--- src/rtl/aes_scan_pkg.sv ---
// Shared types and constants for the scan-side AES core scheduler.
package aes_scan_pkg;

  localparam int unsigned AES_BLK_W            = 128;
  localparam int unsigned DEFAULT_CORE_LATENCY = 11;

  typedef enum logic [1:0] {
    IDLE,
    LOAD,
    RUN,
    RESP
  } sched_state_t;

endpackage

--- src/rtl/rr_arbiter.sv ---
// Combinational round-robin arbiter: grants the first requester above ptr_i, with wrap.
module rr_arbiter
  import aes_scan_pkg::*;
#(
  parameter int unsigned  NUM_REQ = 4,
  localparam int unsigned ID_W    = $clog2(NUM_REQ)
) (
  input  logic [NUM_REQ-1:0] req_i,
  input  logic [ID_W-1:0]    ptr_i,
  output logic [NUM_REQ-1:0] gnt_o,
  output logic [ID_W-1:0]    id_o,
  output logic               valid_o
);

  logic            found;
  logic [ID_W-1:0] cand;

  always_comb begin
    gnt_o = '0;
    id_o  = '0;
    found = 1'b0;
    cand  = '0;
    for (int unsigned i = 1; i <= NUM_REQ; i++) begin
      cand = ID_W'((32'(ptr_i) + i) % NUM_REQ);
      if (!found && req_i[cand]) begin
        found       = 1'b1;
        gnt_o[cand] = 1'b1;
        id_o        = cand;
      end
    end
  end

  assign valid_o = |req_i;

endmodule

--- src/rtl/aes_core_sched.sv ---
// Shares one AES-128 core between NUM_REQ requesters, round-robin, one block at a time.
// Optional AES_CORE_SCHED_STATS_EN adds done_count/stall_cycles statistics outputs.
module aes_core_sched
  import aes_scan_pkg::*;
#(
  parameter int unsigned  NUM_REQ      = 4,
  parameter int unsigned  CORE_LATENCY = DEFAULT_CORE_LATENCY,
  localparam int unsigned ID_W         = $clog2(NUM_REQ)
) (
  input  logic                         clk,
  input  logic                         reset,
  input  logic [NUM_REQ-1:0]           req_valid,
  output logic [NUM_REQ-1:0]           req_ready,
  input  logic [NUM_REQ*AES_BLK_W-1:0] req_data,
  input  logic [AES_BLK_W-1:0]         key,
  output logic                         core_rst_n,
  output logic                         core_en,
  output logic                         core_start,
  output logic [AES_BLK_W-1:0]         core_plaintext,
  output logic [AES_BLK_W-1:0]         core_key,
  input  logic [AES_BLK_W-1:0]         core_cyphertext,
  output logic                         resp_valid,
  input  logic                         resp_ready,
  output logic [AES_BLK_W-1:0]         resp_data,
  output logic [ID_W-1:0]              resp_id,
  output logic                         busy
`ifdef AES_CORE_SCHED_STATS_EN
  ,
  output logic [15:0]                  done_count,
  output logic [15:0]                  stall_cycles
`endif
);

  localparam int unsigned CNT_W = $clog2(CORE_LATENCY + 1);

  sched_state_t         state_q, state_d;
  logic [ID_W-1:0]      ptr_q, ptr_d, id_q, id_d, gnt_id;
  logic [NUM_REQ-1:0]   gnt;
  logic                 gnt_vld;
  logic [AES_BLK_W-1:0] pt_q, pt_d, key_q, key_d, resp_data_q, resp_data_d;
  logic [CNT_W-1:0]     cnt_q, cnt_d;
  logic                 resp_valid_q, resp_valid_d;
  logic                 accept, run_done, resp_hs;

  rr_arbiter #(
    .NUM_REQ (NUM_REQ)
  ) u_arb (
    .req_i   (req_valid),
    .ptr_i   (ptr_q),
    .gnt_o   (gnt),
    .id_o    (gnt_id),
    .valid_o (gnt_vld)
  );

  assign accept   = (state_q == IDLE) && gnt_vld;
  assign run_done = (state_q == RUN) && (cnt_q == CNT_W'(CORE_LATENCY));
  assign resp_hs  = resp_valid_q && resp_ready;

  always_ff @(posedge clk or posedge reset) begin
    if (reset) begin
      state_q <= IDLE;
    end else begin
      state_q <= state_d;
    end
  end

  always_comb begin
    state_d = state_q;
    unique case (state_q)
      IDLE:    if (gnt_vld) state_d = LOAD;
      LOAD:    state_d = RUN;
      RUN:     if (run_done) state_d = RESP;
      RESP:    if (resp_hs) state_d = IDLE;
      default: state_d = IDLE;
    endcase
  end

  always_comb begin
    ptr_d        = ptr_q;
    id_d         = id_q;
    pt_d         = pt_q;
    key_d        = key_q;
    cnt_d        = cnt_q;
    resp_data_d  = resp_data_q;
    resp_valid_d = resp_valid_q;
    if (accept) begin
      ptr_d = gnt_id;
      id_d  = gnt_id;
      pt_d  = req_data[AES_BLK_W*gnt_id +: AES_BLK_W];
      key_d = key;
    end
    if (state_q == LOAD) begin
      cnt_d = CNT_W'(1);
    end else if ((state_q == RUN) && !run_done) begin
      cnt_d = cnt_q + CNT_W'(1);
    end
    if (run_done) begin
      resp_data_d  = core_cyphertext;
      resp_valid_d = 1'b1;
    end else if (resp_hs) begin
      resp_valid_d = 1'b0;
    end
  end

  always_ff @(posedge clk or posedge reset) begin
    if (reset) begin
      ptr_q        <= ID_W'(NUM_REQ - 1);
      id_q         <= '0;
      pt_q         <= '0;
      key_q        <= '0;
      cnt_q        <= '0;
      resp_data_q  <= '0;
      resp_valid_q <= 1'b0;
    end else begin
      ptr_q        <= ptr_d;
      id_q         <= id_d;
      pt_q         <= pt_d;
      key_q        <= key_d;
      cnt_q        <= cnt_d;
      resp_data_q  <= resp_data_d;
      resp_valid_q <= resp_valid_d;
    end
  end

  // Core sees reset with enable already high in LOAD, then start held for the whole RUN.
  always_comb begin
    core_en    = 1'b0;
    core_rst_n = 1'b0;
    core_start = 1'b0;
    req_ready  = '0;
    unique case (state_q)
      IDLE: req_ready = reset ? '0 : gnt;
      LOAD: core_en = 1'b1;
      RUN: begin
        core_en    = 1'b1;
        core_rst_n = 1'b1;
        core_start = 1'b1;
      end
      default: ;
    endcase
  end

  assign core_plaintext = pt_q;
  assign core_key       = key_q;
  assign resp_valid     = resp_valid_q;
  assign resp_data      = resp_data_q;
  assign resp_id        = id_q;
  assign busy           = (state_q != IDLE);

`ifdef AES_CORE_SCHED_STATS_EN
  logic [15:0] done_q, done_d, stall_q, stall_d;

  always_comb begin
    done_d  = done_q;
    stall_d = stall_q;
    if (resp_hs && (done_q != 16'hFFFF)) begin
      done_d = done_q + 16'd1;
    end
    if ((state_q == RESP) && !resp_ready && (stall_q != 16'hFFFF)) begin
      stall_d = stall_q + 16'd1;
    end
  end

  always_ff @(posedge clk or posedge reset) begin
    if (reset) begin
      done_q  <= '0;
      stall_q <= '0;
    end else begin
      done_q  <= done_d;
      stall_q <= stall_d;
    end
  end

  assign done_count   = done_q;
  assign stall_cycles = stall_q;
`endif

endmodule
--- config.mk ---
export PLATFORM = sky130hd
export DESIGN_NAME = aes_core_sched
export DESIGN_NICKNAME = d
export VERILOG_FILES = /design/src/rtl/aes_scan_pkg.sv /design/src/rtl/rr_arbiter.sv /design/src/rtl/aes_core_sched.sv
export SDC_FILE = /design/constraint.sdc
export NUM_CORES = 1
export LEC_CHECK = 0
export ABC_AREA = 1
export BUFFER_PORTS_ARGS = -buffer_cell sky130_fd_sc_hd__buf_2
export CORE_AREA = 2 2 459 461
export DETAILED_ROUTE_END_ITERATION = 7
export DIE_AREA = 0 0 461 463
export GPL_ROUTABILITY_DRIVEN = 0
export SLEW_MARGIN = 30
export SYNTH_ARGS = -nofsm -noshare
export SYNTH_HDL_FRONTEND = slang
export SYNTH_SLANG_ARGS = --single-unit
--- constraint.sdc ---
create_clock -name clk -period 12 [get_ports clk]
set_input_delay 1.2 -clock clk [delete_from_list [all_inputs] [get_ports clk]]
set_output_delay 1.2 -clock clk [all_outputs]
set_load 0.02 [all_outputs]
Word level (Yosys, flattened, before mapping)
Cells that the tools add are included.
{"block": "word_totals", "input_bits": 775, "out_inout_bits": 395, "word_cells": 93, "register_bits": 395}
{"block": "op_classes", "shift": 1, "n_bitwise": 3, "add_sub_neg": 5, "n_eq_ne": 7, "reduce_logical": 22, "mux": 39, "order_cmp": 8}
{"operator": "variable part select 512 x 10 -> 128 bit", "count": 1}
{"operator": "2-to-1 mux 4 bit", "count": 8}
{"operator": "2-to-1 mux 1 bit", "count": 15}
{"operator": "2-to-1 mux 2 bit", "count": 7}
{"operator": "< comparator 2 x 3 -> 1 bit (second input constant)", "count": 4}
{"operator": "bitwise OR 4 bit", "count": 3}
{"operator": "logical AND 1 bit", "count": 11}
{"operator": "binary-select mux 1 bit (select 2 bit)", "count": 4}
{"operator": "demux 1 bit (select 2 bit)", "count": 4}
{"operator": "greater-or-equal comparator 2 x 1 -> 1 bit (second input constant)", "count": 4}
{"operator": "one-hot mux 2 bit (4 select lines)", "count": 1}
{"operator": "inequality test 2 bit (second input constant)", "count": 3}
{"operator": "nonzero test 2 bit", "count": 3}
{"operator": "adder 2 x 1 -> 2 bit (second input constant)", "count": 2}
{"operator": "adder 2 bit (second input constant)", "count": 2}
{"operator": "adder 4 x 1 -> 4 bit (second input constant)", "count": 1}
{"operator": "== test 2 bit (second input constant)", "count": 2}
{"operator": "== test 4 bit (second input constant)", "count": 1}
{"operator": "logical NOT 1 bit", "count": 4}
{"operator": "OR reduction 4 bit", "count": 1}
{"operator": "AND reduction 3 bit", "count": 1}
{"operator": "== test 2 x 1 -> 1 bit (second input constant)", "count": 1}
{"operator": "logical NOT 2 bit", "count": 1}
{"operator": "OR reduction 2 bit", "count": 1}

Depth between registers and ports, before layout
{"block": "depth", "ltp_word": 15, "depth_mapped": 18, "mapped_depth_nobuf": 15}

By module
From an unflattened synthesis, not the netlist that was laid out.
{"block": "unflattened", "hier_cells": 3296, "hier_area_um2": 21762.1}
{"module": "aes_core_sched", "instances": 1, "area_per_inst_um2": 21234.1, "cells_each": 3210, "seq_area_each_um2": 9887.0}
{"module": "rr_arbiter", "instances": 1, "area_per_inst_um2": 528.0, "cells_each": 86, "seq_area_each_um2": 0.0}

Least setup slack after synthesis
No wires, ideal clock.
{"block": "synth_path", "kind": "input to output", "from": "input req_valid[0]", "to": "output req_ready[3]", "setup_slack_ns": 8.713, "t_required_ns": 10.800, "stages": 11, "n_path_buf": 0, "arrival_time_ns": 2.087, "cell_sequence": "inv_1 > nand2_1 > nand3_2 > nand2_4 > inv_1 > nand2_1 > nor2_4 > nand3_1 > nand4_1 > nand2_1 > inv_1"}
{"block": "synth_via", "elab_chain_len": 14, "word_cells_on_any_way": 26, "cone_classes": "mux: 17; bitwise: 3; reduce/logical: 6"}
{"item": "start: declaration", "line_no": "aes_core_sched.sv:12", "text": "input logic [NUM_REQ-1:0] req_valid,"}
{"item": "binary-select mux 1 bit (select 2 bit)", "line_no": "rr_arbiter.sv:25", "text": "if (!found && req_i[cand]) begin"}
{"item": "2-to-1 mux 1 bit (implied by the code)", "line_no": "rr_arbiter.sv:25"}
{"item": "2-to-1 mux 1 bit", "line_no": "rr_arbiter.sv:25"}
{"item": "logical NOT 1 bit", "line_no": "rr_arbiter.sv:25"}
{"item": "logical AND 1 bit", "line_no": "rr_arbiter.sv:25"}
{"item": "2-to-1 mux 1 bit", "line_no": "rr_arbiter.sv:25"}
{"item": "logical NOT 1 bit", "line_no": "rr_arbiter.sv:25"}
{"item": "logical AND 1 bit", "line_no": "rr_arbiter.sv:25"}
{"item": "2-to-1 mux 1 bit", "line_no": "rr_arbiter.sv:25"}
{"item": "logical NOT 1 bit", "line_no": "rr_arbiter.sv:25"}
{"item": "logical AND 1 bit", "line_no": "rr_arbiter.sv:25"}
{"item": "2-to-1 mux 4 bit (*)", "line_no": "rr_arbiter.sv:25"}
{"item": "2-to-1 mux 4 bit (*)", "line_no": "aes_core_sched.sv:132", "text": "IDLE: req_ready = reset ? '0 : gnt;"}
{"item": "2-to-1 mux 4 bit (*)", "line_no": "aes_core_sched.sv:131", "text": "unique case (state_q)"}
{"item": "end: declaration", "line_no": "aes_core_sched.sv:13", "text": "output logic [NUM_REQ-1:0] req_ready,"}
Every way passes the cells marked *; elsewhere a longest branch is shown, timed or not. The select of a mux whose other input is x is not followed.

Worst setup path in the final report
{"block": "layout_path", "from": "register ptr_q[1]", "to": "register pt_q[36] (netlist: core_plaintext[36])"}
{"block": "layout_via", "elab_chain_len": 14, "word_cells_on_any_way": 26, "cone_classes": "add/sub: 4; shift: 1; mux: 15; reduce/logical: 6"}
{"item": "start: declaration", "line_no": "aes_core_sched.sv:37", "text": "logic [ID_W-1:0] ptr_q, ptr_d, id_q, id_d, gnt_id;"}
{"item": "start signal: assignment", "line_no": "aes_core_sched.sv:107", "text": "ptr_q <= ID_W'(NUM_REQ - 1);"}
{"item": "start signal: assignment", "line_no": "aes_core_sched.sv:115", "text": "ptr_q <= ptr_d;"}
{"item": "adder 2 x 1 -> 2 bit", "line_no": "rr_arbiter.sv:24", "text": "cand = ID_W'((32'(ptr_i) + i) % NUM_REQ);"}
{"item": "binary-select mux 1 bit (select 2 bit)", "line_no": "rr_arbiter.sv:25"}
{"item": "2-to-1 mux 1 bit (implied by the code)", "line_no": "rr_arbiter.sv:25"}
{"item": "2-to-1 mux 1 bit", "line_no": "rr_arbiter.sv:25"}
{"item": "logical NOT 1 bit", "line_no": "rr_arbiter.sv:25"}
{"item": "logical AND 1 bit", "line_no": "rr_arbiter.sv:25"}
{"item": "2-to-1 mux 1 bit", "line_no": "rr_arbiter.sv:25"}
{"item": "logical NOT 1 bit", "line_no": "rr_arbiter.sv:25"}
{"item": "logical AND 1 bit", "line_no": "rr_arbiter.sv:25"}
{"item": "2-to-1 mux 1 bit", "line_no": "rr_arbiter.sv:25"}
{"item": "logical NOT 1 bit", "line_no": "rr_arbiter.sv:25"}
{"item": "logical AND 1 bit", "line_no": "rr_arbiter.sv:25"}
{"item": "2-to-1 mux 2 bit (*)", "line_no": "rr_arbiter.sv:25"}
{"item": "variable part select 512 x 10 -> 128 bit (*)", "line_no": "aes_core_sched.sv:89", "text": "pt_d = req_data[AES_BLK_W*gnt_id +: AES_BLK_W];"}
{"item": "end signal: assignment", "line_no": "aes_core_sched.sv:117", "text": "pt_q <= pt_d;"}
{"item": "end: declaration", "line_no": "aes_core_sched.sv:40", "text": "logic [AES_BLK_W-1:0] pt_q, pt_d, key_q, key_d, resp_data_q, resp_data_d;"}
Marked as above.
A chain may end at the register's enable or synchronous reset.

==> results.sh <==
export IMPL_cts_made_buffers=54
export IMPL_status="complete, no violations"
export IMPL_path_max_fanout=89
export IMPL_crit_type="reg -> reg"
export IMPL_dp_final_hpwl_um=133000
export IMPL_pre_cts_ws_ns=6.54
export IMPL_slew_violations=0
export IMPL_clk_pin_slew_ns=0.06
export IMPL_switching_share_pct=57.1
export IMPL_cp_arrival_ns=5.76
export IMPL_core_mm2=0.209
export IMPL_setup_viol=0
export IMPL_clk_latency_ns=0.72
export IMPL_grt_pass1_vias=23200
export IMPL_grt_util_all_layers_pct=14.4
export IMPL_clock_skew_ns=0.0908
export IMPL_wl_per_cell_um=22.9
export IMPL_switchingPower_w=0.00605
export IMPL_die_area_mm2=0.213
export IMPL_vias_per_cell=3.50
export IMPL_timing_final_crit_share_pct=43.1
export IMPL_p_int_w=0.00454
export IMPL_p_per_area_mw_per_mm2=325
export IMPL_rows=168
export IMPL_drt_iter0_drc=1659
export IMPL_final_nets=4879
export IMPL_fmax_mhz=193
export IMPL_peakVddDrop_uv=420
export IMPL_postCtsResizedCells=0
export IMPL_grt_max_degree=146
export IMPL_start_util_pct=10.5
export IMPL_num_vias=24500
export IMPL_combinationalPowerShare_pct=63.8
export IMPL_antenna_left=0
export IMPL_hold_violations=0
export IMPL_die_w_um=461
export IMPL_antenna_found_initial=234
export IMPL_drt_wl_total_um=160000
export IMPL_cp_required_ns=12.59
export IMPL_ys_warnings_count=0
export IMPL_worst_slack_ns=6.83
export IMPL_power_frac_seq_pct=19.8
export IMPL_synth_cell_types=27
export IMPL_maxCapViolations=0
export IMPL_total_power_w=0.0106
export IMPL_postCtsSetupRepairBufs=0
export IMPL_drive_above_1_share_pct=34.7
export IMPL_clk_path_buf_depth=3
export IMPL_holdWs_ns=0.435
export IMPL_boundaryPins=1170
export IMPL_portBuffers=1169
export IMPL_area_delta_synth_final_pct=49.3
export IMPL_cp_end_kind="flip-flop"
export IMPL_power_frac_clock_pct=16.4
export IMPL_grt_pass1_wl_um=208000
export IMPL_cts_tree="yes"
export IMPL_startpoint_type="flip-flop"
export IMPL_ys_ff_latch=395
export IMPL_synth_area_mm2=0.0218
export IMPL_syn_avg_cell_area_um2=7.23
export IMPL_clkSinkCount=395
export IMPL_maxSlewHeadroom_pct=37.0
export IMPL_dr_pass1_iters=5
export IMPL_rsz0062_at_grt="false"
export IMPL_cts_max_level=2
export IMPL_grt_ovfl_total=0
export IMPL_hp_class="in -> async"
export IMPL_die_h_um=463
export IMPL_finalSetupTns_ns=0
export IMPL_drc=0
export IMPL_ys_seq_area_share_pct=45.3
export IMPL_ctsHoldBuffers=0
export IMPL_syn_inst=3022
export IMPL_leakagePower_nw=18.7
export IMPL_syn_nets=3810
export IMPL_root_buffer="clkbuf_16"
export IMPL_post_route_min_period_ns=5.17
export IMPL_tightest_slew_ns=0.946
-- power groups by stage --
stage	Clock [W]	Sequential, W	Combinational, W
after detailed placement	0	0.00211	0.00705
after floorplan	0	0.00263	0.00364
after global routing	0.00185	0.00216	0.00754
after global placement	0	0.00210	0.00703
after CTS	0.00181	0.00210	0.00706
final	0.00174	0.00210	0.00676
-- state kept, by name (all words and copies together) (netlist names) --
| name | count |
|---|---|
| core_key | 128 |
| ptr_q | 2 |
| resp_id | 2 |
| cnt_q | 4 |
| resp_valid | 1 |
| resp_data | 128 |
| state_q | 2 |
| core_plaintext | 128 |
-- logic make-up (layout without fill, tap and decap cells) --
logic type	count (synthesis)	after routing	synth area share, %
other	0	51	0
muxes	128	128	6.60
xor gates and xnor gates	1	1	0.0401
and+or+nand+nor	1744	1744	33.4
AOI/OAI and AO/OA	18	18	0.453
buffers and inverters	723	1833	13.5
adders and majority gates	13	13	0.745
DFF	395	395	45.3
-- placed cells by master, fill, tap and decap left out, types with 3 or more instances in the layout --
| master | n |
|---|---|
| nand3_1 | 528 |
| clkinv_16 | 3 |
| buf_4 | 25 |
| clkinv_4 | 3 |
| inv_1 | 534 |
| clkinv_2 | 8 |
| a22oi_1 | 3 |
| o21ai_0 | 10 |
| nand2_4 | 3 |
| dfrtp_1 | 393 |
| mux2_2 | 128 |
| a21oi_1 | 4 |
| nand4_1 | 3 |
| clkbuf_16 | 54 |
| buf_2 | 1169 |
| nand2_8 | 3 |
| bufinv_16 | 6 |
| clkinvlp_4 | 5 |
| inv_6 | 3 |
| nand2_1 | 1198 |
| clkbuf_1 | 11 |
| clkbuf_8 | 6 |
| ha_1 | 13 |
| diode_2 | 51 |
-- path summary, 6_finish.rpt --
path | from | endpoint | slack (ns) | cells after the start
setup / recovery | ptr_q[1]$_DFFE_PP1P_ | core_plaintext[36]$_DFFE_PP0P_ | 6.83 | 15
hold / removal | reset | resp_data[105]$_DFFE_PP0P_ | 0.43 | 2
setup reg to reg | ptr_q[1]$_DFFE_PP1P_ | core_plaintext[36]$_DFFE_PP0P_ | 6.83 | 15
hold reg to reg | core_key[70]$_DFFE_PP0P_ | core_key[70]$_DFFE_PP0P_ | 0.47 | 2
max in group asynchronous | reset | core_plaintext[44]$_DFFE_PP0P_ | 9.08 | 5
min in group clk | core_key[70]$_DFFE_PP0P_ | core_key[70]$_DFFE_PP0P_ | 0.47 | 2
-- stage by stage --
step,instances,cell area [um2],utilization [%]
after floorplan,3022,21800,-
after detailed placement,6840,30600,14.7
after CTS,6937,32500,15.6
after global routing,6950,32500,15.6
after global placement,6839,30600,14.7
final,6988,32600,15.6
-- final cells by class --
class	count	area, um2
inverters	539	2040
repair buffers	1197	6110
fillers	24300	176000
flip-flops and latches	395	9890
well taps	2805	3510
clock buffers	71	1480
diodes	51	128
clock inverters	26	384
multi-input cells	1904	9060
-- synth_stat cells, drive strengths merged --
cell type / number / area, um2
a22oi: 3 / 22.5
xor2: 1 / 8.76
clkbuf: 69 / 259
buf: 115 / 654
nand3: 530 / 2660
nand2: 1206 / 4550
nor2: 4 / 46.3
a21oi: 4 / 20.0
a31oi: 1 / 6.26
o21ai: 10 / 50.1
inv: 539 / 2030
mux2: 128 / 1440
nand4: 4 / 40.0
dfstp: 2 / 52.6
ha: 13 / 163
dfrtp: 393 / 9830
-- critical path, cell delays in order (launching register included) --
cell and delay (ns):
dfstp_2 0.63, inv_1 0.18, ha_1 0.41, inv_1 0.09, nand3_2 0.11, nand2_4 0.12, nor2_8 0.18, nand4_4 0.56
nand2_8 0.78, buf_4 0.74, buf_4 0.67, nand2_1 0.12, nand3_1 0.13, nand2_1 0.09, nand2_1 0.08, nand2_1 0.06
-- metal layers --
| layer | vias to the layer above | wire (um) | track usage (%) |
|---|---|---|---|
| met5 | - | 1140 | 0 |
| li1 | 11400 | - | - |
| met4 | 174 | 5420 | 4.37 |
| met2 | 1407 | 72000 | 23.4 |
| met1 | 11100 | 60200 | 16.3 |
| met3 | 390 | 21300 | 7.48 |
No activity file was read; power rests on OpenSTA's default activity.
